## src/rtl/seven_seg_capture_if.sv

```systemverilog
// Display-bus bundle: observed segment/select pins plus recovered per-digit state.
interface seven_seg_capture_if #(
  parameter int N_DIGITS = 6
);
  logic [6:0]            seg_in;
  logic [N_DIGITS-1:0]   dig_sel;
  logic [4*N_DIGITS-1:0] hex_out;
  logic [N_DIGITS-1:0]   valid;
  logic [N_DIGITS-1:0]   err;
  logic                  upd;
  logic [2:0]            upd_idx;

  modport master (
    output seg_in, dig_sel,
    input  hex_out, valid, err, upd, upd_idx
  );

  modport slave (
    input  seg_in, dig_sel,
    output hex_out, valid, err, upd, upd_idx
  );
endinterface

```

## src/rtl/seven_seg_capture.sv

```systemverilog
// Recovers hex digits from a multiplexed active-low 7-segment bus after a stability window.
// Define SEG_CAPTURE_TIMEOUT_EN to age out digits not refreshed within TIMEOUT_CYCLES.
module seven_seg_capture #(
  parameter int N_DIGITS       = 6,
  parameter int STABLE_CYCLES  = 4,
  parameter int TIMEOUT_CYCLES = 1000000
) (
  input  logic                i_clk,
  input  logic                i_rst,
  seven_seg_capture_if.slave  bus
);
  localparam int CNT_W = $clog2(STABLE_CYCLES + 1);

  if (N_DIGITS < 1 || N_DIGITS > 8 || STABLE_CYCLES < 2 || TIMEOUT_CYCLES < 1) begin : g_bad_param
    $error("seven_seg_capture: illegal parameter value");
  end

  logic [6:0]            r_seg_s1, r_seg_s2, r_seg_prev;
  logic [N_DIGITS-1:0]   r_sel_s1, r_sel_s2, r_sel_prev;
  logic [CNT_W-1:0]      r_cnt;
  logic [4*N_DIGITS-1:0] r_hex;
  logic [N_DIGITS-1:0]   r_valid, r_err;
  logic                  r_upd;
  logic [2:0]            r_upd_idx;

  logic       w_onehot, w_same, w_commit, w_legal, w_blank;
  logic [3:0] w_glyph;
  logic [2:0] w_idx;

  assign w_onehot = (r_sel_s2 != '0) &&
                    ((r_sel_s2 & (r_sel_s2 - N_DIGITS'(1))) == '0);
  assign w_same   = (r_seg_s2 == r_seg_prev) && (r_sel_s2 == r_sel_prev);
  assign w_commit = w_same && w_onehot && (r_cnt == CNT_W'(STABLE_CYCLES - 1));
  assign w_blank  = (r_seg_s2 == 7'h7F);

  always_comb begin
    w_idx = 3'd0;
    for (int i = 0; i < N_DIGITS; i++) begin
      if (r_sel_s2[i]) w_idx = 3'(i);
    end
  end

  always_comb begin
    w_legal = 1'b1;
    w_glyph = 4'h0;
    case (r_seg_s2)
      7'b1000000: w_glyph = 4'h0;
      7'b1111001: w_glyph = 4'h1;
      7'b0100100: w_glyph = 4'h2;
      7'b0110000: w_glyph = 4'h3;
      7'b0011001: w_glyph = 4'h4;
      7'b0010010: w_glyph = 4'h5;
      7'b0000010: w_glyph = 4'h6;
      7'b1111000: w_glyph = 4'h7;
      7'b0000000: w_glyph = 4'h8;
      7'b0010000: w_glyph = 4'h9;
      7'b0001000: w_glyph = 4'hA;
      7'b0000011: w_glyph = 4'hB;
      7'b1000110: w_glyph = 4'hC;
      7'b0100001: w_glyph = 4'hD;
      7'b0000110: w_glyph = 4'hE;
      7'b0001110: w_glyph = 4'hF;
      default:    w_legal = 1'b0;
    endcase
  end

  // Two-flop synchronizers plus one-deep history of the synced sample.
  always_ff @(posedge i_clk or posedge i_rst) begin
    if (i_rst) begin
      r_seg_s1   <= 7'h7F;
      r_seg_s2   <= 7'h7F;
      r_seg_prev <= 7'h7F;
      r_sel_s1   <= '0;
      r_sel_s2   <= '0;
      r_sel_prev <= '0;
      r_cnt      <= '0;
    end else begin
      r_seg_s1   <= bus.seg_in;
      r_seg_s2   <= r_seg_s1;
      r_seg_prev <= r_seg_s2;
      r_sel_s1   <= bus.dig_sel;
      r_sel_s2   <= r_sel_s1;
      r_sel_prev <= r_sel_s2;
      if (w_same && w_onehot) begin
        if (r_cnt != CNT_W'(STABLE_CYCLES)) r_cnt <= r_cnt + CNT_W'(1);
      end else begin
        r_cnt <= w_onehot ? CNT_W'(1) : '0;
      end
    end
  end

`ifdef SEG_CAPTURE_TIMEOUT_EN
  localparam int AGE_W = $clog2(TIMEOUT_CYCLES + 1);
  logic [AGE_W-1:0] r_age [N_DIGITS];
`endif

  always_ff @(posedge i_clk or posedge i_rst) begin
    if (i_rst) begin
      r_hex     <= '0;
      r_valid   <= '0;
      r_err     <= '0;
      r_upd     <= 1'b0;
      r_upd_idx <= 3'd0;
`ifdef SEG_CAPTURE_TIMEOUT_EN
      for (int i = 0; i < N_DIGITS; i++) r_age[i] <= '0;
`endif
    end else begin
      r_upd     <= w_commit;
      r_upd_idx <= w_commit ? w_idx : 3'd0;
      for (int i = 0; i < N_DIGITS; i++) begin
        if (w_commit && r_sel_s2[i]) begin
          r_hex[4*i +: 4] <= w_legal ? w_glyph : 4'h0;
          r_valid[i]      <= w_legal;
          r_err[i]        <= !w_legal && !w_blank;
`ifdef SEG_CAPTURE_TIMEOUT_EN
          r_age[i]        <= '0;
        end else begin
          if (r_age[i] != AGE_W'(TIMEOUT_CYCLES)) begin
            r_age[i] <= r_age[i] + AGE_W'(1);
          end else begin
            r_hex[4*i +: 4] <= 4'h0;
            r_valid[i]      <= 1'b0;
            r_err[i]        <= 1'b0;
          end
`endif
        end
      end
    end
  end

  assign bus.hex_out = r_hex;
  assign bus.valid   = r_valid;
  assign bus.err     = r_err;
  assign bus.upd     = r_upd;
  assign bus.upd_idx = r_upd_idx;
endmodule

```

## src/flat_wrapper.sv

```systemverilog
// flat-port wrapper written by rule: the top's interface ports become plain ports
module seven_seg_capture_flat 
#(
  parameter int N_DIGITS       = 6,
  parameter int STABLE_CYCLES  = 4,
  parameter int TIMEOUT_CYCLES = 1000000
)
  (i_clk, i_rst, bus_seg_in, bus_dig_sel, bus_hex_out, bus_valid, bus_err, bus_upd, bus_upd_idx);
  seven_seg_capture_if #(.N_DIGITS(N_DIGITS)) bus_i ();
  input  logic i_clk;
  input  logic i_rst;
  input wire logic [$bits(bus_i.seg_in)-1:0] bus_seg_in;
  input wire logic [$bits(bus_i.dig_sel)-1:0] bus_dig_sel;
  output wire logic [$bits(bus_i.hex_out)-1:0] bus_hex_out;
  output wire logic [$bits(bus_i.valid)-1:0] bus_valid;
  output wire logic [$bits(bus_i.err)-1:0] bus_err;
  output wire logic [$bits(bus_i.upd)-1:0] bus_upd;
  output wire logic [$bits(bus_i.upd_idx)-1:0] bus_upd_idx;
  assign bus_i.seg_in = bus_seg_in;
  assign bus_i.dig_sel = bus_dig_sel;
  assign bus_hex_out = bus_i.hex_out;
  assign bus_valid = bus_i.valid;
  assign bus_err = bus_i.err;
  assign bus_upd = bus_i.upd;
  assign bus_upd_idx = bus_i.upd_idx;
  seven_seg_capture #(.N_DIGITS(N_DIGITS), .STABLE_CYCLES(STABLE_CYCLES), .TIMEOUT_CYCLES(TIMEOUT_CYCLES)) u_core (.i_clk(i_clk), .i_rst(i_rst), .bus(bus_i));
endmodule
```

## config.mk

```make
export PLATFORM = sky130hd
export DESIGN_NAME = seven_seg_capture_flat
export DESIGN_NICKNAME = d
export VERILOG_FILES = /design/src/rtl/seven_seg_capture_if.sv /design/src/rtl/seven_seg_capture.sv /design/src/flat_wrapper.sv
export SDC_FILE = /design/constraint.sdc
export NUM_CORES = 1
export LEC_CHECK = 0
export ABC_AREA = 1
export BUFFER_PORTS_ARGS = -buffer_cell sky130_fd_sc_hd__buf_2
export CORE_UTILIZATION = 40
export DETAILED_ROUTE_END_ITERATION = 12
export GPL_TIMING_DRIVEN = 0
export PLACE_DENSITY = 0.64
export SETUP_SLACK_MARGIN = 0.3
export SKIP_CTS_REPAIR_TIMING = 1
export SLEW_MARGIN = 20
export SYNTH_ARGS = -nofsm -noshare
export SYNTH_HDL_FRONTEND = slang
export SYNTH_SLANG_ARGS = --single-unit
```

## constraint.sdc

```tcl
create_clock -name i_clk -period 2.7 [get_ports i_clk]
set_input_delay 0.81 -clock i_clk [delete_from_list [all_inputs] [get_ports i_clk]]
set_output_delay 0.81 -clock i_clk [all_outputs]
set_load 0.03 [all_outputs]
```

==> results of run 1 <==
## metal layers
layer | share of wire (%) | vias to the layer above | GRT usage (%)
met5 | 0 | - | 0
met1 | 49 | 1261 | 22.5
met3 | 5.4 | 7 | 4.85
met2 | 44 | 73 | 26.2
li1 | - | 1389 | -
met4 | 1.0 | 0 | 3.68
## through the flow
step | utilization (%) | total power [mW] | hold WS, ns | worst slack, ns | instances
global placement | 45.8 | 1.46 | 0.332 | 0.426 | 564
detailed placement | 46.3 | 1.47 | 0.335 | 0.719 | 566
CTS | 49.1 | 2.56 | 0.355 | 0.716 | 582
floorplan | - | 1.42 | 0.331 | 0.969 | 402
finish | 49.1 | 2.53 | 0.354 | 0.700 | 582
global route | 49.1 | 2.66 | 0.362 | 0.530 | 582
## synth_stat cells, drive strengths merged
| cell type | number | share of area, % |
|---|---|---|
| xor2 | 1 | 0.25 |
| nand4 | 10 | 1.9 |
| xnor2 | 1 | 0.25 |
| dfrtp | 61 | 43 |
| o21ai | 7 | 0.98 |
| buf | 11 | 3.0 |
| nand3 | 39 | 6.0 |
| o31ai | 1 | 0.21 |
| nand2 | 157 | 17 |
| a21oi | 3 | 0.42 |
| ha | 3 | 1.1 |
| dfstp | 21 | 15 |
| a21o | 1 | 0.21 |
| nor2 | 40 | 5.4 |
| and3 | 1 | 0.18 |
| inv | 39 | 4.2 |
| nor3 | 6 | 0.84 |
## power breakdown
group	internal, mW	switching (mW)	leakage (nW)
Sequential	1.27	0.0190	1.03
Clock	0.622	0.460	0.120
Combinational	0.0507	0.106	1.22
Total	1.94	0.586	2.38
## flip-flops by register name (all words and copies together) (netlist names)
signal              flops
u_core.bus.hex_out     24
u_core.r_seg_prev       7
u_core.r_seg_s1         7
u_core.r_seg_s2         7
u_core.bus.err          6
u_core.bus.valid        6
u_core.r_sel_prev       6
u_core.r_sel_s1         6
u_core.r_sel_s2         6
u_core.bus.upd_idx      3
u_core.r_cnt            3
u_core.bus.upd          1
## layout make-up
class	instances	area [um^2]
Sequential cell	82	2080
Inverter	39	155
Timing Repair Buffer	56	310
Multi-Input combinational cell	270	1230
Tap cell	108	135
Fill cell	837	4420
Clock buffer	9	124
Buffer	11	108
Clock inverter	7	124
## worst paths after layout
kind                            slack (ns)                    startpoint                              end
min in group asynchronous             0.54                         i_rst    u_core.bus.err[2]$_DFFE_PP0P_
worst min register to register        0.35  u_core.r_sel_s1[0]$_DFF_PP0_     u_core.r_sel_s2[0]$_DFF_PP0_
worst max-delay path                  0.70  u_core.r_seg_s2[4]$_DFF_PP1_    u_core.bus.err[2]$_DFFE_PP0P_
worst min-delay path                  0.35  u_core.r_sel_s1[0]$_DFF_PP0_     u_core.r_sel_s2[0]$_DFF_PP0_
max in group asynchronous             1.42                         i_rst  u_core.bus.valid[5]$_DFFE_PP0P_
worst max register to register        0.70  u_core.r_seg_s2[4]$_DFF_PP1_    u_core.bus.err[2]$_DFFE_PP0P_
## logic make-up (layout without fill, tap and decap cells)
| family | count (synthesis) | in the layout |
|---|---|---|
| fa+ha+maj | 3 | 3 |
| compound gates | 12 | 12 |
| simple gates | 253 | 253 |
| buf+inv | 50 | 122 |
| flops | 82 | 82 |
| xor+xnor | 2 | 2 |
==> metrics.log, run 1 <==
INFO  metric path_cells = buf_2 > inv_1 > nand3_1 > inv_1 > nand2_1 > nand2_1 > nor2_1 > nand3_2 > nor2_4 > nand2_1 > nand2_1
INFO  metric grt_antenna_before_repair = 0
INFO  metric cpMaxStageDelayCell = sky130_fd_sc_hd__dfstp_2
INFO  metric placement.io_buffers = 54
INFO  metric timing.reg2reg.worst_path_depth = 11
INFO  metric cts.htree.levels = 3
INFO  metric yosysWarnings = 0
INFO  metric vias_in_the_first_global_route = 2453
INFO  metric starting_density_of_the_core = 41.1%
INFO  metric initialDrtViolationCount = 189
INFO  metric placementRows = 34
INFO  metric mostFrequentLayoutCells = 154 x sky130_fd_sc_hd__nand2_1, 61 x sky130_fd_sc_hd__dfrtp_1, 56 x sky130_fd_sc_hd__buf_2
INFO  metric finish.instance_area = 4260 um^2
INFO  metric max-clock-path-buffers = 2
INFO  metric vias_per_cell = 4.69
INFO  metric cp.buffers_inverters = 3
INFO  metric mappedNetlistArea = 3560 um^2
INFO  metric drt-wirelength-per-cell = 12.0 um
INFO  metric crit_arrival = 2.29 ns
INFO  metric totalWireLength = 7010 um
INFO  metric clkLatencyLatePin = 0.36 ns
INFO  metric antennaDiodeCount = 0
INFO  metric synth_compound_area_share = 1.83%
INFO  metric rsz_0062_raised_after_global_routing = false
INFO  metric synth_sequential_area_ratio = 58.3%
INFO  metric hold_path_depth = 0
INFO  metric power.density = 593 nW/um^2
INFO  metric timing_worst_setup_path_type = flip-flop to flip-flop
INFO  metric cts_sinks = 82
INFO  metric netlist_instances = 402
INFO  metric synth_fa_ha_area_share = 1.05%
INFO  metric endpoint_kind_of_the_worst_setup_timing_path = flip-flop
INFO  metric yosys.area_share.simple = 31.1%
INFO  metric grt_util_all_layers = 16.5%
INFO  metric drt_pass1_iterations = 4
INFO  metric grt_remaining_overflow = 0
INFO  metric final_clock_period_utilization_by_the_worst_path = 74.1%
INFO  metric cts.clk_slew.worst_paths = 0.09 ns
INFO  metric finish.net_count = 487
INFO  metric clock.fmax = 500 MHz
INFO  metric die_width = 96.4 um
INFO  metric worstMarginPinSlew = 0.646 ns
INFO  metric cts-root-buf = sky130_fd_sc_hd__clkbuf_8
INFO  metric synth_top_family_by_area = simple AND/OR/NAND/NOR gates
INFO  metric cp.depth = 11
INFO  metric detail-route-antenna-nets = 0
INFO  metric post_synth_num_cell_types = 28
INFO  metric hold_class = flip-flop to flip-flop
INFO  metric worst_ep_required_time = 2.99 ns
INFO  metric crit_family = simple AND/OR/NAND/NOR gates
INFO  metric fin_worst_skew = 0.0150 ns
INFO  metric cts_buffers = 9
INFO  metric hold_fails_final_rpt = 0
INFO  metric grt_max_degree = 32
INFO  metric timing.max_cap.violations = 0
INFO  metric finalWorstPathRequiredPeriod = 2.00 ns
INFO  metric critPathMaxStageDelay = 0.53 ns
INFO  metric die_area = 9290 um^2
INFO  metric hpwl = 5150 um
INFO  metric chipHeight = 96.4 um
INFO  metric synth_mux_area_share = 0%
INFO  metric power.ir.vdd_worst = 0.000373 V
INFO  metric cts_tree = yes
INFO  metric critPathLaunchType = flip-flop
INFO  metric xor_xnor_cell_area_share_of_the_yosys_netlist = 0.491%
INFO  metric core_area = 8680 um^2
INFO  metric critPathMostFrequentCell = sky130_fd_sc_hd__nand2_1
INFO  metric final_common_cell = sky130_fd_sc_hd__nand2_1
INFO  metric pins_over_their_slew_limit = 0
INFO  metric synth.net_count = 420
INFO  metric setup-tns-final = 0 ns
INFO  metric timing.critical_path.fanout_max = 7
INFO  metric leakagePower = 2.38 nW
INFO  metric final-setup-viol-count = 0
INFO  metric first_pass_grt_wire_length = 11600 um
INFO  metric route.vias.total = 2730
INFO  metric avgSynthCellArea = 8.87 um^2
INFO  metric drive_above_1_share = 26.6%
INFO  metric finalWeightedCongestion = 0.802
INFO  metric ios = 55
INFO  metric ys_seq_elements = 82
INFO  metric area_delta_synth_final = 19.6%
INFO  metric detailed_place.area = 4010 um^2
INFO  metric maxSlewHeadroom = 56.9%
INFO  metric status = finished, final reports clean
INFO  metric drc = 0
No activity file was read; power rests on OpenSTA's default activity.
==> inputs of run 2 (changes only) <==
--- a/config.mk
+++ b/config.mk
@@ -5,12 +5,12 @@
 export SDC_FILE = /design/constraint.sdc
 export NUM_CORES = 1
 export LEC_CHECK = 0
-export ABC_AREA = 1
+export ABC_AREA = 0
 export BUFFER_PORTS_ARGS = -buffer_cell sky130_fd_sc_hd__buf_2
 export CORE_UTILIZATION = 40
 export DETAILED_ROUTE_END_ITERATION = 12
 export GPL_TIMING_DRIVEN = 0
-export PLACE_DENSITY = 0.64
+export PLACE_DENSITY = 0.62
 export SETUP_SLACK_MARGIN = 0.3
 export SKIP_CTS_REPAIR_TIMING = 1
 export SLEW_MARGIN = 20
==> constraint.sdc (replaced) <==
create_clock -name i_clk -period 1.9 [get_ports i_clk]
set_input_delay 0.57 -clock i_clk [delete_from_list [all_inputs] [get_ports i_clk]]
set_output_delay 0.57 -clock i_clk [all_outputs]
set_load 0.03 [all_outputs]
==> run 2 against run 1 <==
The flow now finishes with violations (setup timing). Critical path depth fell by 4. Worst setup slack got worse by 1.3 ns. Via count fell by 25%. Non-clock buffer count rose by 14. Highest routed layer unchanged. Core utilization rose by 6.9 points. Sequential share of layout area fell by 1.7 points. Flip-flop and latch count did not move. Clock power rose by 14%. First-iteration DRC count fell by 66%. Maximum frequency fell by 19%.
==> metrics.log, run 2 <==
INFO  metric crit_arrival = 2.70 ns
INFO  metric post_synth_num_cell_types = 43
INFO  metric totalWireLength = 6140 um
INFO  metric synth-async-reset-ratio = 100%
INFO  metric starting_density_of_the_core = 42.3%
INFO  metric vias_in_the_first_global_route = 1919
INFO  metric maxSlewHeadroom = 56.5%
INFO  metric critPathMaxStageDelay = 0.49 ns
INFO  metric finish.instance_area = 4420 um^2
INFO  metric synth_sequential_area_ratio = 62.3%
INFO  metric cts-root-buf = sky130_fd_sc_hd__clkbuf_8
INFO  metric detail-route-antenna-nets = 0
INFO  metric largest_reg_flops = 24
INFO  metric first_pass_grt_wire_length = 9690 um
INFO  metric grtUsageMet2 = 22.0%
INFO  metric synth.net_count = 258
INFO  metric timing.max_cap.violations = 0
INFO  metric clock.fmax = 407 MHz
INFO  metric grt_util_all_layers = 15.1%
INFO  metric internal-power = 2.50 mW
INFO  metric hold_class = input pin to asynchronous set/reset pin
INFO  metric cp.buffers_inverters = 2
INFO  metric chipHeight = 93.3 um
INFO  metric die_width = 93.3 um
INFO  metric violations = setup timing
INFO  metric clkLatencyLatePin = 0.35 ns
INFO  metric antennaDiodeCount = 0
INFO  metric rsz_0062_raised_after_global_routing = true
INFO  metric drt_pass1_iterations = 4
INFO  metric ys.flop_type = sky130_fd_sc_hd__dfrtp_1
INFO  metric final-setup-viol-count = 42
INFO  metric final_cells = 428
INFO  metric path_cells = buf_6 > or4_4 > maj3_2 > a31o_4 > nor4_4 > buf_6 > mux2_4
INFO  metric power.ir.vdd_worst = 0.000391 V
INFO  metric crit_family = simple AND/OR/NAND/NOR gates
INFO  metric status = finished, violations left
INFO  metric finalWorstPathRequiredPeriod = 2.46 ns
INFO  metric route.vias.total = 2060
INFO  metric ys_seq_elements = 82
INFO  metric hold_fails_final_rpt = 0
INFO  metric combinational_group_share_of_total_power = 6.7%
INFO  metric worst_ep_required_time = 2.14 ns
INFO  metric final_clock_period_utilization_by_the_worst_path = 129%
INFO  metric cpMaxStageDelayCell = sky130_fd_sc_hd__or4_4
INFO  metric cts_tree = yes
INFO  metric detailed_place.area = 3890 um^2
INFO  metric sequential_power_share = 55.8%
INFO  metric grt_remaining_overflow = 0
INFO  metric avgSynthCellArea = 13.9 um^2
INFO  metric area_delta_synth_final = 32.5%
INFO  metric placement.io_buffers = 54
INFO  metric global_route.usage.met1 = 20.3%
INFO  metric final_util = 56.0%
INFO  metric cts.htree.levels = 3
INFO  metric synth_enable_flop_cells = 0
INFO  metric netlist.top_cell.by_area = sky130_fd_sc_hd__dfrtp_1
INFO  metric grt_most_used_layer = met2
INFO  metric initialDrtViolationCount = 65
INFO  metric netlist_instances = 240
INFO  metric synth.top_cells.by_count = 61 x sky130_fd_sc_hd__dfrtp_1, 36 x sky130_fd_sc_hd__mux2_2, 21 x sky130_fd_sc_hd__dfstp_2
INFO  metric yosysWarnings = 0
INFO  metric final_common_cell = sky130_fd_sc_hd__dfrtp_1
INFO  metric finish.net_count = 339
INFO  metric netlist_top_cells_area = sky130_fd_sc_hd__dfrtp_1 46%, sky130_fd_sc_hd__dfstp_2 17%, sky130_fd_sc_hd__mux2_2 12%
INFO  metric synthDominantCellAreaShare = 45.8%
INFO  metric max-clock-path-buffers = 2
INFO  metric drive_above_1_share = 54.6%
INFO  metric power.density = 743 nW/um^2
INFO  metric post-route-worst-setup-slack = -0.557 ns
INFO  metric yosys.cell_count.top_type = sky130_fd_sc_hd__dfrtp_1
INFO  metric finalWeightedCongestion = 0.800
INFO  metric mappedNetlistArea = 3330 um^2
INFO  metric vias_per_cell = 4.81
INFO  metric placementRows = 32
INFO  metric grt_antenna_before_repair = 0
INFO  metric fin_worst_skew = 0.00726 ns
INFO  metric timing.critical_path.fanout_max = 6
INFO  metric worstMarginPinSlew = 0.652 ns
INFO  metric drc = 0
INFO  metric pins_over_their_slew_limit = 0
INFO  metric grt_max_degree = 34
INFO  metric timing_worst_setup_path_type = flip-flop to flip-flop
INFO  metric share_clk_of_total_power = 37.4%
INFO  metric core_area = 7890 um^2
INFO  metric placedCellCount = 398
INFO  metric endpoint_kind_of_the_worst_setup_timing_path = flip-flop
INFO  metric power.share.switching = 24.0%
INFO  metric fin_worst_hold_slack = 0.303 ns
INFO  metric power.net_switching = 790 uW
INFO  metric leakagePower = 2.15 nW
INFO  metric critPathMostFrequentCell = sky130_fd_sc_hd__buf_6
INFO  metric hpwl = 4170 um
INFO  metric cts_sinks = 82
INFO  metric cts_buffers = 9
INFO  metric die_area = 8700 um^2
INFO  metric drt-wirelength-per-cell = 14.3 um
INFO  metric groute.layer.met3.usage = 4.47%
INFO  metric cts.clk_slew.worst_paths = 0.08 ns
INFO  metric ios = 55
INFO  metric mostFrequentLayoutCells = 61 x sky130_fd_sc_hd__dfrtp_1, 55 x sky130_fd_sc_hd__buf_2, 36 x sky130_fd_sc_hd__mux2_4
INFO  metric critPathLaunchType = flip-flop
-- run 2: cell count changes after synthesis, moves of 13 or more --
cell                      before  now
sky130_fd_sc_hd__nand2_1     154   10
sky130_fd_sc_hd__inv_1        33    7
sky130_fd_sc_hd__mux2_2        0   36
sky130_fd_sc_hd__nand3_1      37    3
sky130_fd_sc_hd__nor2_1       31   14
sky130_fd_sc_hd__xor2_1        1   14
-- run 2: path summary, 6_finish.rpt --
check / startpoint / to / slack, ns / depth (start not counted)
max in group asynchronous: i_rst / u_core.bus.hex_out[10]$_DFFE_PP0P_ / 0.86 / 4
hold reg to reg: u_core.r_sel_s1[0]$_DFF_PP0_ / u_core.r_sel_s2[0]$_DFF_PP0_ / 0.35 / 0
setup / recovery: u_core.r_sel_s2[3]$_DFF_PP0_ / u_core.bus.hex_out[10]$_DFFE_PP0P_ / -0.56 / 7
hold / removal: i_rst / u_core.r_sel_s1[4]$_DFF_PP0_ / 0.30 / 2
min in group i_clk: bus_seg_in[5] / u_core.r_seg_s1[5]$_DFF_PP1_ / 0.31 / 1
setup reg to reg: u_core.r_sel_s2[3]$_DFF_PP0_ / u_core.bus.hex_out[10]$_DFFE_PP0P_ / -0.56 / 7
-- run 2: per-layer routing --
layer  wire [um]  up-vias  part of all wire [%]
met4         119        0                   1.9
met5           0        -                     0
met3         300       11                   4.9
met2        2830       56                    46
li1            -     1004                     -
met1        2890      989                    47
-- run 2: layout make-up --
class,count,area [um^2]
plain buffers,11,71.3
clock buffers,12,166
clock inverters,4,30.0
fillers,639,3470
inverters,7,30.0
multi-input cells,140,1400
flip-flops and latches,82,2080
well taps,102,128
repair buffers,70,514
-- run 2: power by group through the flow --
stage | clock (mW) | sequential [mW] | combinational, mW
2_1_floorplan | 0 | 1.86 | 0.134
3_3_place_gp | 0 | 1.87 | 0.177
3_5_place_dp | 0 | 1.87 | 0.193
4_1_cts | 1.27 | 1.84 | 0.194
5_1_grt | 1.34 | 1.84 | 0.248
6_report | 1.23 | 1.83 | 0.222
-- run 2: worst reg2reg max path: stages, from the launching register on --
cell and delay (ns):
sky130_fd_sc_hd__dfrtp_1 0.39, sky130_fd_sc_hd__buf_6 0.12, sky130_fd_sc_hd__or4_4 0.49, sky130_fd_sc_hd__maj3_2 0.32, sky130_fd_sc_hd__a31o_4 0.25, sky130_fd_sc_hd__nor4_4 0.28, sky130_fd_sc_hd__buf_6 0.18, sky130_fd_sc_hd__mux2_4 0.30
-- run 2: logic make-up (layout without fill, tap and decap cells) --
logic type                 Yosys count  in the layout  share of synthesized area, %
DFF                                 82             82                          62.3
and+or+nand+nor                     64             64                          13.3
muxes                               36             36                          12.2
AOI/OAI and AO/OA                   19             19                          4.02
buffers and inverters               18            104                          2.29
xor gates and xnor gates            17             17                          4.47
adders and majority gates            4              4                          1.46
-- run 2: per-stage QoR --
stage / TNS (ns) / setup WS (ns) / power (mW)
6_report: -20.69 / -0.557 / 3.28
5_1_grt: -23.09 / -0.634 / 3.43
4_1_cts: -29.99 / -1.18 / 3.30
3_5_place_dp: -29.20 / -1.17 / 2.06
3_3_place_gp: -35.41 / -1.12 / 2.04
2_1_floorplan: -18.45 / -0.532 / 1.99
==> inputs of run 3 (changes only) <==
--- a/config.mk
+++ b/config.mk
@@ -11,7 +11,7 @@
 export DETAILED_ROUTE_END_ITERATION = 12
 export GPL_TIMING_DRIVEN = 0
 export PLACE_DENSITY = 0.62
-export SETUP_SLACK_MARGIN = 0.3
+export SETUP_SLACK_MARGIN = 0.15
 export SKIP_CTS_REPAIR_TIMING = 1
 export SLEW_MARGIN = 20
 export SYNTH_ARGS = -nofsm -noshare
==> run 3 against run 2 <==
The flow still finishes with violations (setup timing). Clock power about the same. Worst hold slack worse by 0.072 ns. Worst setup slack worse by 0.050 ns. Total power up 0.38%. Final cell count up 0.47%. Non-clock buffer count grew 2. Combinational power grew 4%. Critical path depth unchanged.
==> metrics.log, run 3 (synthesized netlist as in run 2, its figures left out) <==
INFO  metric status = finished, violations left
INFO  metric violations = setup timing
INFO  metric setup-tns-final = -21.16 ns
INFO  metric final_util = 56.2%
INFO  metric worst-r2r-setup-slack = -0.61 ns
INFO  metric hold_fails_final_rpt = 0
INFO  metric grt_max_degree = 26
INFO  metric crit_family = simple AND/OR/NAND/NOR gates
INFO  metric maxSlewHeadroom = 68.1%
INFO  metric placement.io_buffers = 54
INFO  metric cts_buffers = 9
INFO  metric cts.clk_slew.worst_paths = 0.08 ns
INFO  metric leakagePower = 2.16 nW
INFO  metric initialDrtViolationCount = 62
INFO  metric crit_arrival = 2.74 ns
INFO  metric drc = 0
INFO  metric drt_pass1_iterations = 4
INFO  metric drive_above_1_share = 55.2%
INFO  metric drt-wirelength-per-cell = 14.3 um
INFO  metric finalWorstPathRequiredPeriod = 2.51 ns
INFO  metric vias_per_cell = 4.93
INFO  metric largest_reg_flops = 24
INFO  metric crit_path_start = u_core.r_sel_s2[4]$_DFF_PP0_
INFO  metric cpMaxStageDelayCell = sky130_fd_sc_hd__or4_4
INFO  metric finish.net_count = 341
INFO  metric fin_worst_skew = 0.0120 ns
INFO  metric clkLatencyLatePin = 0.35 ns
INFO  metric max-clock-path-buffers = 2
INFO  metric post-route-worst-setup-slack = -0.607 ns
INFO  metric detail-route-antenna-nets = 0
INFO  metric power.density = 744 nW/um^2
INFO  metric cts_sinks = 82
INFO  metric starting_density_of_the_core = 42.3%
INFO  metric regToRegStartpoint = u_core.r_sel_s2[4]$_DFF_PP0_
INFO  metric critPathLaunchType = flip-flop
INFO  metric cp.depth = 7
INFO  metric finalWeightedCongestion = 0.789
INFO  metric rsz_0062_raised_after_global_routing = true
INFO  metric preCtsSetupSlack = -1.20 ns
INFO  metric placementRows = 32
INFO  metric die_area = 8700 um^2
INFO  metric clock.fmax = 399 MHz
INFO  metric pins_over_their_slew_limit = 0
INFO  metric vias_in_the_first_global_route = 1948
INFO  metric grt_util_all_layers = 15.3%
INFO  metric timing.reg2reg.worst_path_depth = 7
INFO  metric chipHeight = 93.3 um
INFO  metric final_common_cell = sky130_fd_sc_hd__dfrtp_1
INFO  metric cts-root-buf = sky130_fd_sc_hd__clkbuf_8
INFO  metric route.vias.total = 2121
INFO  metric cp.buffers_inverters = 2
INFO  metric antennaDiodeCount = 0
INFO  metric area_delta_synth_final = 32.9%
INFO  metric timing.max_cap.violations = 0
INFO  metric worst_ep_required_time = 2.13 ns
INFO  metric endpoint_kind_of_the_worst_setup_timing_path = flip-flop
INFO  metric critPathMostFrequentCell = sky130_fd_sc_hd__buf_6
INFO  metric first_pass_grt_wire_length = 10100 um
INFO  metric core_area = 7890 um^2
INFO  metric cts.htree.levels = 3
INFO  metric ios = 55
INFO  metric totalWireLength = 6150 um
INFO  metric final-setup-viol-count = 43
INFO  metric timing.critical_path.fanout_max = 7
INFO  metric grt_remaining_overflow = 0
INFO  metric critPathMaxStageDelay = 0.50 ns
INFO  metric power.ir.vdd_worst = 0.000561 V
INFO  metric hold_class = input pin to asynchronous set/reset pin
INFO  metric final_clock_period_utilization_by_the_worst_path = 132%
INFO  metric cts_tree = yes
INFO  metric hpwl = 4160 um
INFO  metric worstMarginPinSlew = 0.476 ns
INFO  metric regToRegEndpoint = u_core.bus.hex_out[11]$_DFFE_PP0P_
INFO  metric timing_worst_setup_path_type = flip-flop to flip-flop
INFO  metric path_cells = buf_6 > or4_4 > maj3_2 > a31o_4 > nor4_4 > buf_6 > mux2_4
INFO  metric mostFrequentLayoutCells = 61 x sky130_fd_sc_hd__dfrtp_1, 54 x sky130_fd_sc_hd__buf_2, 36 x sky130_fd_sc_hd__mux2_4
INFO  metric grt_antenna_before_repair = 0
INFO  metric worstSetupEndpoint = u_core.bus.hex_out[11]$_DFFE_PP0P_
INFO  metric die_width = 93.3 um
==> run 3: cell count changes in the layout (fill, tap and decap cells not counted), sizes merged <==
| cell | change |
|---|---|
| buf | +1 |
| bufinv | +1 |
| clkbuf | -1 |
| clkinv | +3 |
| clkinvlp | +1 |
| inv | -3 |
==> run 3: power breakdown <==
| group | leakage, nW | switching (mW) | internal, mW |
|---|---|---|---|
| Sequential | 1.03 | 0.0284 | 1.81 |
| Clock | 0.0941 | 0.622 | 0.610 |
| Combinational | 1.04 | 0.134 | 0.0977 |
==> run 3: area by class of cell <==
| class | count | area (um^2) |
|---|---|---|
| Fill cell | 640 | 3460 |
| Buffer | 11 | 73.8 |
| Tap cell | 102 | 128 |
| Clock inverter | 6 | 67.6 |
| Multi-Input combinational cell | 140 | 1400 |
| Inverter | 7 | 30.0 |
| Sequential cell | 82 | 2080 |
| Clock buffer | 10 | 128 |
| Timing Repair Buffer | 72 | 524 |
==> run 3: how the worst min path moves through the flow <==
| stage | startpoint | to | slack, ns | depth (start not counted) |
|---|---|---|---|---|
| floorplan | u_core.r_sel_s1[0]$_DFF_PP0_ | u_core.r_sel_s2[0]$_DFF_PP0_ | 0.33 | 0 |
| CTS | i_rst | u_core.r_sel_s1[4]$_DFF_PP0_ | 0.22 | 2 |
| finish | i_rst | u_core.r_sel_s1[3]$_DFF_PP0_ | 0.23 | 2 |
| global route | i_rst | u_core.r_sel_s1[5]$_DFF_PP0_ | 0.23 | 2 |
| global placement | u_core.r_sel_s1[5]$_DFF_PP0_ | u_core.r_sel_s2[5]$_DFF_PP0_ | 0.33 | 0 |
| detailed placement | u_core.r_sel_s1[0]$_DFF_PP0_ | u_core.r_sel_s2[0]$_DFF_PP0_ | 0.33 | 0 |
==> run 3: metrics by stage <==
step	hold slack [ns]	std cells	area, um^2	power [mW]
after CTS	0.223	415	4110	3.31
after detailed placement	0.335	399	3920	2.07
after global placement	0.332	396	3840	2.04
final	0.231	430	4430	3.30
after floorplan	0.331	240	3440	1.99
after global routing	0.235	430	4430	3.45
==> run 3: worst reg2reg max path, delay by kind of cell, from the launching register on <==
family / cells / cell delay [ns]
buf+inv: 2 / 0.31
simple gates: 2 / 0.79
mux: 1 / 0.31
compound gates: 1 / 0.27
fa+ha+maj: 1 / 0.32
flops: 1 / 0.39
==> run 3: metal layers <==
| layer | routed length [um] | global-route usage, % | share of wire (%) | up-vias |
|---|---|---|---|---|
| li1 | - | - | - | 1009 |
| met1 | 2970 | 21.5 | 48 | 1040 |
| met2 | 2770 | 22.7 | 45 | 62 |
| met3 | 296 | 3.50 | 4.8 | 10 |
| met4 | 114 | 6.54 | 1.9 | 0 |
| met5 | 0 | 0 | 0 | - |
